File: src/rtl/sdram_avalon_master.sv
// Single-outstanding Avalon-MM master for the SDRAM controller s1 slave.
// It turns the core's level read/write requests into one Avalon transfer at a
// time. It returns read data with a one-cycle sdram_finished pulse.
// A read whose readdatavalid never arrives is ended by a timeout guard, which
// also sets a sticky flag. Every output comes straight from a flop.
module sdram_avalon_master #(
  parameter int ADDR_W         = 23,
  parameter int DATA_W         = 32,
  parameter int TIMEOUT_CYCLES = 1024
) (
  input  logic              i_clk,
  input  logic              i_rst,
  input  logic              sdram_read,
  input  logic              sdram_write,
  input  logic [ADDR_W-1:0] sdram_addr,
  input  logic [DATA_W-1:0] sdram_writedata,
  output logic [DATA_W-1:0] sdram_readdata,
  output logic              sdram_finished,
  output logic              o_busy,
  output logic              o_timeout,
  output logic [2:0]        o_state,
  output logic [ADDR_W-1:0] new_sdram_controller_0_s1_address,
  output logic [3:0]        new_sdram_controller_0_s1_byteenable_n,
  output logic              new_sdram_controller_0_s1_chipselect,
  output logic [DATA_W-1:0] new_sdram_controller_0_s1_writedata,
  output logic              new_sdram_controller_0_s1_read_n,
  output logic              new_sdram_controller_0_s1_write_n,
  input  logic [DATA_W-1:0] new_sdram_controller_0_s1_readdata,
  input  logic              new_sdram_controller_0_s1_readdatavalid,
  input  logic              new_sdram_controller_0_s1_waitrequest
);

  typedef enum logic [2:0] {
    ST_IDLE    = 3'd0,
    ST_RD_REQ  = 3'd1,
    ST_RD_WAIT = 3'd2,
    ST_WR_REQ  = 3'd3,
    ST_DONE    = 3'd4
  } state_e;

  localparam int CNT_W = (TIMEOUT_CYCLES > 1) ? $clog2(TIMEOUT_CYCLES) : 1;
  localparam logic [CNT_W-1:0] CNT_LAST = CNT_W'(TIMEOUT_CYCLES - 1);

  // Short local names for the slave-side inputs.
  logic              s1_waitrequest;
  logic              s1_readdatavalid;
  logic [DATA_W-1:0] s1_readdata;
  assign s1_waitrequest   = new_sdram_controller_0_s1_waitrequest;
  assign s1_readdatavalid = new_sdram_controller_0_s1_readdatavalid;
  assign s1_readdata      = new_sdram_controller_0_s1_readdata;

  state_e            state_q, state_d;
  logic [ADDR_W-1:0] addr_q, addr_d;
  logic [DATA_W-1:0] wdata_q, wdata_d;
  logic [DATA_W-1:0] rdata_q, rdata_d;
  logic [CNT_W-1:0]  cnt_q, cnt_d;
  logic              finished_q, finished_d;
  logic              timeout_q, timeout_d;
  logic              busy_q, busy_d;
  logic              read_n_q, read_n_d;
  logic              write_n_q, write_n_d;
  logic              cs_q, cs_d;
  logic [3:0]        be_n_q, be_n_d;

  // Next-state and next-output logic. Strobes are computed from the next state,
  // so they leave flops and appear in the same cycle as the state they belong to.
  always_comb begin
    // NOTE: every signal gets a default before the case. Otherwise a path that
    // does not assign it would infer a latch.
    state_d    = state_q;
    addr_d     = addr_q;
    wdata_d    = wdata_q;
    rdata_d    = rdata_q;
    cnt_d      = cnt_q;
    timeout_d  = timeout_q;
    finished_d = 1'b0;

    unique case (state_q)
      ST_IDLE: begin
        // Read has priority. A write that arrives together with a read is dropped.
        if (sdram_read) begin
          addr_d  = sdram_addr;
          state_d = ST_RD_REQ;
        end else if (sdram_write) begin
          addr_d  = sdram_addr;
          wdata_d = sdram_writedata;
          state_d = ST_WR_REQ;
        end
      end
      ST_RD_REQ: begin
        if (!s1_waitrequest) begin
          if (s1_readdatavalid) begin
            // A zero-latency slave returns data in the same cycle it accepts the read.
            rdata_d    = s1_readdata;
            finished_d = 1'b1;
            state_d    = ST_DONE;
          end else begin
            cnt_d   = '0;
            state_d = ST_RD_WAIT;
          end
        end
      end
      ST_RD_WAIT: begin
        if (s1_readdatavalid) begin
          rdata_d    = s1_readdata;
          finished_d = 1'b1;
          state_d    = ST_DONE;
        end else if (cnt_q == CNT_LAST) begin
          // Give up on the slave. The client still receives a completion pulse.
          rdata_d    = '0;
          timeout_d  = 1'b1;
          finished_d = 1'b1;
          state_d    = ST_DONE;
        end else begin
          cnt_d = cnt_q + CNT_W'(1);
        end
      end
      ST_WR_REQ: begin
        if (!s1_waitrequest) begin
          finished_d = 1'b1;
          state_d    = ST_DONE;
        end
      end
      ST_DONE: begin
        // Requests are ignored here. This gives the client one cycle to drop them.
        state_d = ST_IDLE;
      end
      default: state_d = ST_IDLE;
    endcase

    read_n_d  = (state_d != ST_RD_REQ);
    write_n_d = (state_d != ST_WR_REQ);
    cs_d      = (state_d == ST_RD_REQ) || (state_d == ST_WR_REQ);
    be_n_d    = cs_d ? 4'h0 : 4'hF;
    busy_d    = (state_d != ST_IDLE);
  end

  // State and registered-output flops. An asynchronous reset aborts any transfer in flight.
  always_ff @(posedge i_clk or negedge i_rst) begin
    if (!i_rst) begin
      state_q    <= ST_IDLE;
      addr_q     <= '0;
      wdata_q    <= '0;
      rdata_q    <= '0;
      cnt_q      <= '0;
      finished_q <= 1'b0;
      timeout_q  <= 1'b0;
      busy_q     <= 1'b0;
      read_n_q   <= 1'b1;
      write_n_q  <= 1'b1;
      cs_q       <= 1'b0;
      be_n_q     <= 4'hF;
    end else begin
      // NOTE: non-blocking assignments, so every flop samples pre-edge values.
      state_q    <= state_d;
      addr_q     <= addr_d;
      wdata_q    <= wdata_d;
      rdata_q    <= rdata_d;
      cnt_q      <= cnt_d;
      finished_q <= finished_d;
      timeout_q  <= timeout_d;
      busy_q     <= busy_d;
      read_n_q   <= read_n_d;
      write_n_q  <= write_n_d;
      cs_q       <= cs_d;
      be_n_q     <= be_n_d;
    end
  end

  assign sdram_readdata                         = rdata_q;
  assign sdram_finished                         = finished_q;
  assign o_busy                                 = busy_q;
  assign o_timeout                              = timeout_q;
  assign o_state                                = state_q;
  assign new_sdram_controller_0_s1_address      = addr_q;
  assign new_sdram_controller_0_s1_byteenable_n = be_n_q;
  assign new_sdram_controller_0_s1_chipselect   = cs_q;
  assign new_sdram_controller_0_s1_writedata    = wdata_q;
  assign new_sdram_controller_0_s1_read_n       = read_n_q;
  assign new_sdram_controller_0_s1_write_n      = write_n_q;

endmodule

File: config.mk
export PLATFORM = sky130hd
export DESIGN_NAME = sdram_avalon_master
export DESIGN_NICKNAME = d
export VERILOG_FILES = /design/src/rtl/sdram_avalon_master.sv
export SDC_FILE = /design/constraint.sdc
export NUM_CORES = 1
export LEC_CHECK = 0
export ABC_AREA = 1
export CAP_MARGIN = 20
export CORE_MARGIN = 5
export CORE_UTILIZATION = 25
export CTS_CLUSTER_DIAMETER = 120
export DETAILED_ROUTE_END_ITERATION = 10
export PLACE_DENSITY = 0.58
export REMOVE_ABC_BUFFERS = 1
export SYNTH_ARGS = -nofsm -noshare
export SYNTH_HDL_FRONTEND = slang
export SYNTH_SLANG_ARGS = --single-unit
File: constraint.sdc
create_clock -name i_clk -period 2 [get_ports i_clk]
set_input_delay 0.4 -clock i_clk [delete_from_list [all_inputs] [get_ports i_clk]]
set_output_delay 0.4 -clock i_clk [all_outputs]
set_load 0.02 [all_outputs]
==> results_dict.tcl <==
set metrics [dict create \
    outcome "completed" \
    detail_route.first_pass.iterations 5 \
    postCtsSetupRepairBufs 0 \
    dpl.cell_count 859 \
    fin_crit_sh_pct 95.9 \
    multi_input_area_um2 1610 \
    cp.arrival_ps 1520 \
    path_cells "clkdlybuf4s50_1" \
    fillCellCount 1750 \
    vdd_ir_drop_max_mv 0.733 \
    tritoncts "done" \
    yosysWarnings 0 \
    clock_skew_ps 9.06 \
    dpl_cell_area_um2 6780 \
    hold_slack_ps 107 \
    grt_setup_unrepaired "false" \
    grt_pass1_wl_um 20000 \
    synth-edff-count 0 \
    synth.top_cell.area_share_pct 56.6 \
    die_x_um 146 \
    drt-wirelength-per-cell_um 13.7 \
    cts_sinks 107 \
    cp_top_family "buffers and inverters" \
    die-area_um2 21200 \
    fin_area_um2 7070 \
    synth_cells 449 \
    path_clk_slew_ps 70 \
    syn-cell-area_um2 4600 \
    synthTopCellsByCount "nand2_1 (137), dfrtp_1 (104), inv_1 (41)" \
    critPathRequiredTime_ps 1600 \
    crit_path_top_delay_cell "clkdlybuf4s50_1" \
    p_total_mw 11.1 \
    grt_max_degree 108 \
    drt_iter0_drc 142 \
    root_buffer "clkbuf_16" \
    slew_violations 0 \
    place_ws_ps 141 \
    worst_setup_path_start_kind "flip-flop" \
    grt_pass1_vias 3836 \
    fmax_mhz 521 \
    regArea_um2 2680 \
    antenna_cells 0 \
    setup.worst_path.end_class "primary output" \
    gp_routability_congestion 0.733 \
    coreArea_um2 18000 \
    die_h_um 146 \
    synth.ff_latch_count 107 \
    worstHoldPathType "input pin to asynchronous set/reset pin" \
    final_util_pct 39.2 \
    antenna_found_initial 0 \
    worstPathMaxFanout 4 \
    portBuffers 192 \
    route.detailed.drc 0 \
    area_delta_synth_final_pct 53.8 \
    fin_tns_setup_ps 0 \
    setup_ws_ps 81.9 \
    dpl.hpwl_um 8960 \
    ant_nets 0 \
    cts_buffers 9 \
    synth.avg_cell_area_um2 10.2 \
    htreeDepth 3 \
    max-slew-margin-rel_pct 60.7 \
    cts_max_path_buffers 2 \
    p_per_area_nw_per_um2 1570 \
    clk_latency_ps 340 \
    final-hold-violation-count 0 \
    io_pins 193 \
    rows 49 \
    drt-total-wl_um 12000 \
    worst_pin_slew_ps 590 \
    p_leak_nw 3.19 \
    async_reset_ff_share_pct 100 \
    grt_remaining_overflow 0 \
    yosysSeqAreaShare_pct 58.3 \
    gr-usage-all-layers_pct 11.5 \
    period_needed_ps 1920 \
    cts-hold-fix-buffers 0 \
    slowest_delay_ps 610 \
    worstSetupPathType "flip-flop to primary output" \
    initial_utilization_pct 25.5 \
    synth_most_common_cell "nand2_1" \
    maxCapViolCount 0 \
    finalNonFillerCells 874 \
    setup_viol 0 \
    cts_resized 0 \
    netlist_top_cells_area "dfrtp_1 (57%), nand2_1 (11%), mux2_2 (7.8%)" \
    crit_buf_inv 1 \
    final_layout_size_suffix_gt1_share_pct 15.7 \
    synth_top_area_cell "dfrtp_1" \
    dr_total_vias 3642 \
    synth_ff_type "dfrtp_1" \
    yosysUniqueCellTypes 27 \
    viasPerCell 4.17 \
    nets 735 \
]
## power by group
part           switching [mW]  total [mW]  leakage [nW]  internal, mW
Clock                   0.779        1.74         0.128         0.966
Sequential              0.532        3.69          1.32          3.16
Combinational            2.99        5.70          1.74          2.71
Total                    4.30        11.1          3.19          6.83
## flip-flops by register name, summed over array words and instances, names as in the netlist
name	count
cnt_q	10
new_sdram_controller_0_s1_address	23
new_sdram_controller_0_s1_byteenable_n	1
new_sdram_controller_0_s1_chipselect	1
new_sdram_controller_0_s1_read_n	1
new_sdram_controller_0_s1_write_n	1
new_sdram_controller_0_s1_writedata	32
o_busy	1
o_state	3
o_timeout	1
sdram_finished	1
sdram_readdata	32
## metal layers
metal	part of all wire, %	up-vias	GRT usage [%]
met4	2.5	0	5.64
met3	6.3	17	2.93
li1	-	1798	-
met5	0	-	0
met2	47	140	18.5
met1	44	1687	14.3
## final timing paths
check / startpoint / end / slack, ps / cells past startpoint
setup / recovery: new_sdram_controller_0_s1_byteenable_n[2]$_DFF_PN1_ / new_sdram_controller_0_s1_byteenable_n[0] / 80 / 1
hold / removal: i_rst / new_sdram_controller_0_s1_writedata[30]$_DFFE_PN0P_ / 110 / 2
setup reg to reg: cnt_q[0]$_DFFE_PN0P_ / sdram_readdata[20]$_DFFE_PN0P_ / 270 / 9
hold reg to reg: o_timeout$_DFFE_PN0P_ / o_timeout$_DFFE_PN0P_ / 480 / 1
max in group asynchronous: i_rst / sdram_readdata[2]$_DFFE_PN0P_ / 1440 / 2
min in group i_clk: o_timeout$_DFFE_PN0P_ / o_timeout$_DFFE_PN0P_ / 480 / 1
## cell families after synthesis
logic type	after synthesis	share of synthesized area [%]
multiplexers	32	7.84
AO/OA/AOI/OAI	60	9.25
adder cells (fa/ha/maj)	1	0.272
XOR/XNOR	5	0.953
AND/OR/NAND/NOR	181	16.8
flip-flops	107	58.3
buffers and inverters	63	6.56
## cells in the final DEF (no fill, tap or decap)
cell type	n
nor2_2	1
clkbuf_1	2
clkbuf_16	9
xnor2_1	3
inv_2	1
o21ai_0	24
nand2_4	1
o21ai_2	32
nand3_1	14
dfstp_2	3
nand2_2	2
and2_1	1
ha_1	1
clkdlybuf4s50_1	191
dfrtp_1	104
o21bai_1	1
bufinv_16	1
clkinvlp_4	3
o211ai_1	1
inv_1	41
nand2_1	137
a21oi_1	2
xor2_1	2
buf_12	4
nor2_4	3
nand3_4	2
buf_4	7
mux2_2	32
nand4_1	3
nor2_1	17
## layout make-up
type	count	area share, %
clock buffers	11	3.29
flip-flops and latches	107	37.9
inverters	42	2.23
clock inverters	4	0.743
well taps	229	4.05
repair buffers	202	28.9
multi-input cells	279	22.8
Note: power is estimated with default switching activity, not from simulation.
